<file path="src/rtl/pkt_merge_avlstrm_if.sv">
// rtl/pkt_merge_avlstrm_if.sv - Avalon-ST packet stream bundle (data/valid/sop/eop/empty/ready)
interface pkt_merge_avlstrm_if #(
   parameter int DWIDTH = 512,
   parameter int EWIDTH = 6
);
   logic [DWIDTH-1:0] data;
   logic              valid;
   logic              sop;
   logic              eop;
   logic [EWIDTH-1:0] empty;
   logic              ready;

   modport master (output data, valid, sop, eop, empty, input ready);
   modport slave  (input data, valid, sop, eop, empty, output ready);
endinterface

</file>
<file path="src/rtl/pkt_merge_avlstrm.sv">
// rtl/pkt_merge_avlstrm.sv - packet-atomic round-robin 2:1 Avalon-ST merge with registered output
// Optional framing checker and stats_proto_err_o port: define PKT_MERGE_PROTO_CHK_EN.
module pkt_merge_avlstrm #(
   parameter int DWIDTH = 512,
   parameter int EWIDTH = 6
) (
   input  logic                clk_i,
   input  logic                rst_i,
   pkt_merge_avlstrm_if.slave  in0_i,
   pkt_merge_avlstrm_if.slave  in1_i,
   pkt_merge_avlstrm_if.master out_o,
   output logic [31:0]         stats_in0_pkt_o,
   output logic [31:0]         stats_in1_pkt_o,
   output logic [31:0]         stats_out_pkt_o
`ifdef PKT_MERGE_PROTO_CHK_EN
   ,
   output logic [31:0]         stats_proto_err_o
`endif
);
   typedef enum logic [1:0] {IDLE, LOCK0, LOCK1} state_t;

   state_t            state_q, state_d;
   logic              rr_q, rr_d;
   logic              out_valid_q, out_sop_q, out_eop_q;
   logic [DWIDTH-1:0] out_data_q;
   logic [EWIDTH-1:0] out_empty_q;
   logic [31:0]       in0_pkt_q, in1_pkt_q, out_pkt_q;

   logic              load, grant1, acc, fwd, idle;
   logic              sel_valid, sel_sop, sel_eop;
   logic [DWIDTH-1:0] sel_data;
   logic [EWIDTH-1:0] sel_empty;

   assign load = !out_valid_q | out_o.ready;
   assign idle = (state_q == IDLE);

   always_comb begin
      state_d = state_q;
      rr_d    = rr_q;
      grant1  = 1'b0;
      case (state_q)
         IDLE:    grant1 = in1_i.valid & (rr_q | !in0_i.valid);
         LOCK1:   grant1 = 1'b1;
         default: grant1 = 1'b0;
      endcase
      sel_valid = grant1 ? in1_i.valid : in0_i.valid;
      sel_sop   = grant1 ? in1_i.sop   : in0_i.sop;
      sel_eop   = grant1 ? in1_i.eop   : in0_i.eop;
      sel_data  = grant1 ? in1_i.data  : in0_i.data;
      sel_empty = grant1 ? in1_i.empty : in0_i.empty;
      acc       = load & sel_valid;
      // A sop seen while locked re-opens the lock on the same source, so only eop releases it.
      if (acc) begin
         if (idle) begin
            if (sel_sop & !sel_eop) begin
               state_d = grant1 ? LOCK1 : LOCK0;
            end else if (sel_sop) begin
               rr_d = !grant1;
            end
         end else if (sel_eop) begin
            state_d = IDLE;
            rr_d    = !grant1;
         end
      end
   end

   assign in0_i.ready = !grant1 & load;
   assign in1_i.ready = grant1 & load;

`ifdef PKT_MERGE_PROTO_CHK_EN
   logic        proto_err;
   logic [31:0] proto_err_q;

   assign proto_err = acc & (idle ? !sel_sop : sel_sop);
   assign fwd       = acc & !(idle & !sel_sop);

   always_ff @(posedge clk_i or posedge rst_i) begin
      if (rst_i) begin
         proto_err_q <= '0;
      end else if (proto_err) begin
         proto_err_q <= proto_err_q + 32'd1;
      end
   end

   assign stats_proto_err_o = proto_err_q;
`else
   assign fwd = acc;
`endif

   always_ff @(posedge clk_i or posedge rst_i) begin
      if (rst_i) begin
         state_q     <= IDLE;
         rr_q        <= 1'b0;
         out_valid_q <= 1'b0;
         out_sop_q   <= 1'b0;
         out_eop_q   <= 1'b0;
         out_data_q  <= '0;
         out_empty_q <= '0;
         in0_pkt_q   <= '0;
         in1_pkt_q   <= '0;
         out_pkt_q   <= '0;
      end else begin
         state_q <= state_d;
         rr_q    <= rr_d;
         if (load) begin
            out_valid_q <= fwd;
            if (fwd) begin
               out_sop_q   <= sel_sop;
               out_eop_q   <= sel_eop;
               out_data_q  <= sel_data;
               out_empty_q <= sel_empty;
            end
         end
         if (acc & sel_eop & !grant1) in0_pkt_q <= in0_pkt_q + 32'd1;
         if (acc & sel_eop & grant1)  in1_pkt_q <= in1_pkt_q + 32'd1;
         if (out_valid_q & out_o.ready & out_eop_q) out_pkt_q <= out_pkt_q + 32'd1;
      end
   end

   assign out_o.valid     = out_valid_q;
   assign out_o.sop       = out_sop_q;
   assign out_o.eop       = out_eop_q;
   assign out_o.data      = out_data_q;
   assign out_o.empty     = out_empty_q;
   assign stats_in0_pkt_o = in0_pkt_q;
   assign stats_in1_pkt_o = in1_pkt_q;
   assign stats_out_pkt_o = out_pkt_q;
endmodule

</file>
<file path="src/flat_wrapper.sv">
// flat-port wrapper written by rule: the top's interface ports become plain ports
module pkt_merge_avlstrm_flat 
#(
   parameter int DWIDTH = 512,
   parameter int EWIDTH = 6
)
  (clk_i, rst_i, stats_in0_pkt_o, stats_in1_pkt_o, stats_out_pkt_o, in0_i_data, in0_i_valid, in0_i_sop, in0_i_eop, in0_i_empty, in0_i_ready, in1_i_data, in1_i_valid, in1_i_sop, in1_i_eop, in1_i_empty, in1_i_ready, out_o_data, out_o_valid, out_o_sop, out_o_eop, out_o_empty, out_o_ready);
  pkt_merge_avlstrm_if #(.DWIDTH(DWIDTH), .EWIDTH(EWIDTH)) in0_i_i ();
  pkt_merge_avlstrm_if #(.DWIDTH(DWIDTH), .EWIDTH(EWIDTH)) in1_i_i ();
  pkt_merge_avlstrm_if #(.DWIDTH(DWIDTH), .EWIDTH(EWIDTH)) out_o_i ();
  input  logic clk_i;
  input  logic rst_i;
  output logic [31:0] stats_in0_pkt_o;
  output logic [31:0] stats_in1_pkt_o;
  output logic [31:0] stats_out_pkt_o;
  input wire logic [$bits(in0_i_i.data)-1:0] in0_i_data;
  input wire logic [$bits(in0_i_i.valid)-1:0] in0_i_valid;
  input wire logic [$bits(in0_i_i.sop)-1:0] in0_i_sop;
  input wire logic [$bits(in0_i_i.eop)-1:0] in0_i_eop;
  input wire logic [$bits(in0_i_i.empty)-1:0] in0_i_empty;
  output wire logic [$bits(in0_i_i.ready)-1:0] in0_i_ready;
  input wire logic [$bits(in1_i_i.data)-1:0] in1_i_data;
  input wire logic [$bits(in1_i_i.valid)-1:0] in1_i_valid;
  input wire logic [$bits(in1_i_i.sop)-1:0] in1_i_sop;
  input wire logic [$bits(in1_i_i.eop)-1:0] in1_i_eop;
  input wire logic [$bits(in1_i_i.empty)-1:0] in1_i_empty;
  output wire logic [$bits(in1_i_i.ready)-1:0] in1_i_ready;
  output wire logic [$bits(out_o_i.data)-1:0] out_o_data;
  output wire logic [$bits(out_o_i.valid)-1:0] out_o_valid;
  output wire logic [$bits(out_o_i.sop)-1:0] out_o_sop;
  output wire logic [$bits(out_o_i.eop)-1:0] out_o_eop;
  output wire logic [$bits(out_o_i.empty)-1:0] out_o_empty;
  input wire logic [$bits(out_o_i.ready)-1:0] out_o_ready;
  assign in0_i_i.data = in0_i_data;
  assign in0_i_i.valid = in0_i_valid;
  assign in0_i_i.sop = in0_i_sop;
  assign in0_i_i.eop = in0_i_eop;
  assign in0_i_i.empty = in0_i_empty;
  assign in0_i_ready = in0_i_i.ready;
  assign in1_i_i.data = in1_i_data;
  assign in1_i_i.valid = in1_i_valid;
  assign in1_i_i.sop = in1_i_sop;
  assign in1_i_i.eop = in1_i_eop;
  assign in1_i_i.empty = in1_i_empty;
  assign in1_i_ready = in1_i_i.ready;
  assign out_o_data = out_o_i.data;
  assign out_o_valid = out_o_i.valid;
  assign out_o_sop = out_o_i.sop;
  assign out_o_eop = out_o_i.eop;
  assign out_o_empty = out_o_i.empty;
  assign out_o_i.ready = out_o_ready;
  pkt_merge_avlstrm #(.DWIDTH(DWIDTH), .EWIDTH(EWIDTH)) u_core (.clk_i(clk_i), .rst_i(rst_i), .in0_i(in0_i_i), .in1_i(in1_i_i), .out_o(out_o_i), .stats_in0_pkt_o(stats_in0_pkt_o), .stats_in1_pkt_o(stats_in1_pkt_o), .stats_out_pkt_o(stats_out_pkt_o));
endmodule
</file>
<file path="config.mk">
export PLATFORM = sky130hd
export DESIGN_NAME = pkt_merge_avlstrm_flat
export DESIGN_NICKNAME = d
export VERILOG_FILES = /design/src/rtl/pkt_merge_avlstrm_if.sv /design/src/rtl/pkt_merge_avlstrm.sv /design/src/flat_wrapper.sv
export SDC_FILE = /design/constraint.sdc
export NUM_CORES = 2
export LEC_CHECK = 0
export ABC_AREA = 0
export CELL_PAD_IN_SITES_DETAIL_PLACEMENT = 0
export CELL_PAD_IN_SITES_GLOBAL_PLACEMENT = 1
export CORE_AREA = 5 5 638 640
export DETAILED_ROUTE_END_ITERATION = 10
export DIE_AREA = 0 0 643 645
export PLACE_DENSITY = 0.31
export SYNTH_ARGS = -nofsm -noshare
export SYNTH_HDL_FRONTEND = slang
export SYNTH_SLANG_ARGS = --single-unit
</file>
<file path="constraint.sdc">
create_clock -name clk_i -period 22.7 [get_ports clk_i]
set_input_delay 4.54 -clock clk_i [delete_from_list [all_inputs] [get_ports clk_i]]
set_output_delay 4.54 -clock clk_i [all_outputs]
set_load 0.02 [all_outputs]
</file>
Yosys cells after proc, flatten, opt, wreduce, memory -nomap -nowiden. Cells that the tools add are included. Widths: inputs -> output; s select.

Add/subtract/negate cells: 3. Eq/ne operators: 4. Multiplexer cells: 14. Bitwise gates (word level): 12. Reduce and logical (&&, ||, !) cells: 9.

Operator list (count): $mux 512 (1); $add 32x1->32 const B (3); $and 1x1->1 (10); $mux 2 (4); $mux 1 (7); $mux 6 (1); $ne 2x2->1 const B (3); $logic_not 1->1 (4); $reduce_and 4->1 (1); $reduce_and 3->1 (1); $eq 2x2->1 const B (1); $logic_not 2->1 (1); $or 1x1->1 (2); $pmux 1 s2 (1); $reduce_and 2->1 (1); $reduce_bool 2->1 (1).

Flip-flop bits (word level): 620. Input port bits: 1045. Output and inout port bits: 619. Logic and storage cells: 52.

Longest topological paths before layout.
Depth after elaboration: 9. Gate-level depth with buffers: 9.

Worst setup path after synthesis. No wires, ideal clock.

Path type: input port to output port. Start point: input port in1_i_valid. End point: output port in0_i_ready. Arrival time: 5516 ps. Required time: 18160 ps. Slack: 12644 ps. Stages on the path: 5. Cells stage by stage: nor2b_1 > a21bo_2 > buf_2 > clkbuf_1 > nor2_1.

Word-level cells in the longest chain between the ends: 4.

Ends and longest elaborated chain: start: declaration (RTL line flat_wrapper.sv:23) `input wire logic [$bits(in1_i_i.valid)-1:0] in1_i_valid;`; $and 1x1->1 (RTL line pkt_merge_avlstrm.sv:42) `IDLE: grant1 = in1_i.valid & (rr_q | !in0_i.valid);`; $pmux 1 s2 (RTL line pkt_merge_avlstrm.sv:41) `case (state_q)`; $logic_not 1->1 (RTL line pkt_merge_avlstrm.sv:67) `assign in0_i.ready = !grant1 & load;`; $and 1x1->1 (RTL line pkt_merge_avlstrm.sv:67); end: declaration (RTL line flat_wrapper.sv:21) `output wire logic [$bits(in0_i_i.ready)-1:0] in0_i_ready;`.

No other way between the ends.

Final worst setup path.
Start point: input port out_o_ready. End point: output port in1_i_ready.

Word-level cells in the longest chain between the ends: 2.

Ends and longest elaborated chain: start: declaration (RTL line flat_wrapper.sv:33) `input wire logic [$bits(out_o_i.ready)-1:0] out_o_ready;`; $or 1x1->1 (RTL line pkt_merge_avlstrm.sv:34) `assign load = !out_valid_q | out_o.ready;`; $and 1x1->1 (RTL line pkt_merge_avlstrm.sv:68) `assign in1_i.ready = grant1 & load;`; end: declaration (RTL line flat_wrapper.sv:27) `output wire logic [$bits(in1_i_i.ready)-1:0] in1_i_ready;`.

No other way between the ends.

==> flow_metrics.env <==
export IMPL_postCtsHoldBufs=0
export IMPL_final_max_slew_viol_count=0
export IMPL_p_leak_nw=20.46
export IMPL_cap_violations=0
export IMPL_synth_seq_area_share=0.5615
export IMPL_gp_congestion=0.8602
export IMPL_cts_setup_buffers=0
export IMPL_die_w_um=643
export IMPL_path_clk_slew_ns=0.05
export IMPL_finClkSkew_ns=0.02586
export IMPL_track_usage=0.1406
export IMPL_synth_seq_cells=620
export IMPL_critical_path_required_ns=18.16
export IMPL_period_share=0.4932
export IMPL_detail_route_wl_per_cell_um=29.99
export IMPL_path_cells="clkdlybuf4s50_1, nor2b_1, nor2_1, clkdlybuf4s50_1"
export IMPL_hold_slack_ns=0.4790
export IMPL_cts_buffers=102
export IMPL_grt_pass1_vias=32910
export IMPL_start_util=0.06893
export IMPL_ir_drop_v=0.00009194
export IMPL_final_setup_tns_ns=0
export IMPL_io_pins=1664
export IMPL_total_power_mw=8.020
export IMPL_avgSynthCellArea_um2=8.512
export IMPL_fin_nets=5866
export IMPL_async_flop_share=1.000
export IMPL_met2_usage=0.2595
export IMPL_drc=0
export IMPL_h_tree_depth=3
export IMPL_combPwrFrac=0.529
export IMPL_sw_frac_of_total=0.5046
export IMPL_p_sw_mw=4.047
export IMPL_worst_slew_pin_slew_ns=1.254
export IMPL_synthTopCellsByArea="dfrtp_1 56%, a21oi_1 19%, nand2_1 7.6%"
export IMPL_synthTopCellsByCount="1040 x a21oi_1, 620 x dfrtp_1, 556 x nand2_1, 540 x nor2_1, 207 x clkbuf_1"
export IMPL_fin_ws_ns=11.50
export IMPL_arrival_ns=6.66
export IMPL_syn_inst=3246
export IMPL_postRouteAntennaNets=0
export IMPL_die_area_mm2=0.4147
export IMPL_synth_nets=4294
export IMPL_wl_um=305900
export IMPL_grt_max_degree=133
export IMPL_grt_remaining_overflow=0
export IMPL_die_height_um=645
export IMPL_synth_area_mm2=0.02763
export IMPL_clock_sinks=620
export IMPL_setup_viol=0
export IMPL_vias=31620
export IMPL_crit_path_frequent_cell="clkdlybuf4s50_1"
export IMPL_drtIter0Drc=2229
export IMPL_area_delta_synth_final_pct=94.22
export IMPL_dr_pass1_iters=5
export IMPL_cts_max_path_buffers=4
export IMPL_synth_edff_count=0
export IMPL_path_class="in2out"
export IMPL_max_stage_delay_ns=0.81
export IMPL_internal_power_mw=3.973
export IMPL_min_path_type="reg2reg"
export IMPL_hold_violations=0
export IMPL_start_kind="primary input"
export IMPL_synth_cell_types=44
export IMPL_synth_most_common_cell="a21oi_1"
export IMPL_cts_resized=0
export IMPL_final_core_util=0.1339
export IMPL_coreArea_mm2=0.4009
export IMPL_row_count=233
export IMPL_grt_busiest_layer="met2"
export IMPL_synth_top_area_cell="dfrtp_1"
export IMPL_max_freq_mhz=89.32
export IMPL_grtUsageMet3=0.05842
export IMPL_synthFlopType="dfrtp_1"
export IMPL_dp_slack_ns=11.56
export IMPL_p_per_area_mw_per_mm2=149.4
export IMPL_crit_fanout=8
export IMPL_use_met1=0.1488
export IMPL_yosysWarnings=0
export IMPL_synth_top_area_frac=0.5615
export IMPL_vias_per_cell=3.101
export IMPL_maxSlewHeadroom=0.1576
export IMPL_outcome="complete, no violations"
export IMPL_grt_pass1_wl_um=384400
export IMPL_portBuffers=1663
export IMPL_finalCriticalPeriod_ns=11.20
export IMPL_antenna_found_initial=117
export IMPL_layout_drive_gt1_share=0.04341
export IMPL_cts_tree="yes"
export IMPL_place_detailed_hpwl_um=252600
export IMPL_seqPwrFrac=0.271
export IMPL_critPathSlowestCell="nor2b_1"
export IMPL_insertion_delay_ns=0.81
export IMPL_pwr_share_clk=0.201
export IMPL_root_buffer="clkbuf_16"
export IMPL_worstSetupEndpointType="primary output"
export IMPL_rsz0062_at_grt="false"
## final timing paths
check,from,to,slack (ns),cells after the start
worst max-delay path,out_o_ready,in1_i_ready,11.50,4
worst min-delay path,u_core.stats_out_pkt_o[31]$_DFFE_PP0P_,u_core.stats_out_pkt_o[31]$_DFFE_PP0P_,0.48,1
worst max register to register,u_core.out_o.valid$_DFFE_PP0N_,u_core.out_o.data[426]$_DFFE_PP0P_,17.14,9
worst min register to register,u_core.stats_out_pkt_o[31]$_DFFE_PP0P_,u_core.stats_out_pkt_o[31]$_DFFE_PP0P_,0.48,1
max in group asynchronous,rst_i,u_core.out_o.data[367]$_DFFE_PP0P_,14.99,6
min in group asynchronous,rst_i,u_core.stats_out_pkt_o[19]$_DFFE_PP0P_,4.18,2
## cell type report
type                    instances  area (um^2)
fillers                     45890       347200
multi-input cells            2379        11180
diodes                         27        67.56
inverters                       9        41.29
repair buffers               1706        17000
clock inverters                17        257.7
clock buffers                 153         2984
well taps                    5287         6615
flip-flops and latches        620        15510
## cell usage in the layout, fill, tap and decap left out, drive strengths merged, types with 3 or more instances in the layout
| master | count |
|---|---|
| a21oi | 1041 |
| and2 | 3 |
| and3 | 13 |
| and4 | 13 |
| buf | 55 |
| bufinv | 6 |
| clkbuf | 153 |
| clkdlybuf4s50 | 1651 |
| clkinv | 9 |
| dfrtp | 620 |
| diode | 27 |
| ha | 3 |
| inv | 11 |
| nand2 | 556 |
| nand2b | 5 |
| nand3 | 34 |
| nand4 | 32 |
| nor2 | 541 |
| nor3 | 15 |
| nor4 | 6 |
| o21ai | 3 |
| xnor2 | 64 |
| xor2 | 29 |
## stage by stage
stage          instance area, um^2  std cells
2_1_floorplan                27630       3246
3_3_place_gp                 50360      10000
3_5_place_dp                 50360      10000
4_1_cts                      53600      10170
5_1_grt                      53610      10180
6_report                     53670      10200
## logic make-up (layout without fill, tap and decap cells)
kind of cell,count (synthesis),count (layout),synth area share
compound gates,1053,1053,0.1918
other cells,0,27,0
mux,3,3,0.001177
fa+ha+maj,3,3,0.001359
flops,620,620,0.5615
buf+inv,247,1885,0.03496
xor+xnor,93,93,0.02948
simple gates,1227,1227,0.1797
## flip-flops by register name, indices dropped and copies added, names as in the netlist
name                    flops
u_core.out_o.eop            1
u_core.out_o.empty          6
u_core.out_o.valid          1
u_core.rr_q                 1
u_core.stats_out_pkt_o     32
u_core.stats_in1_pkt_o     32
u_core.out_o.data         512
u_core.state_q              2
u_core.stats_in0_pkt_o     32
u_core.out_o.sop            1
## worst max-delay path: cells and delay by family
family | cells | cell delay, ns
simple gates | 2 | 1.01
buf+inv | 2 | 1.10
## power groups by stage
stage                     clock (mW)  sequential (mW)  combinational (mW)
after floorplan                    0             2.46                1.19
after global placement             0             2.22                4.46
after detailed placement           0             2.21                4.44
after CTS                       1.70             2.21                4.47
after global routing            1.72             2.24                4.57
final                           1.61             2.17                4.24
## layer usage
metal / share of wire / wire length, um / vias up
met5: 0.0014 / 437 / -
met4: 0.022 / 6812 / 64
met3: 0.093 / 28540 / 304
met2: 0.52 / 159500 / 1220
met1: 0.36 / 110600 / 15930
li1: - / - / 14100
(Power assumes the default switching activity.)
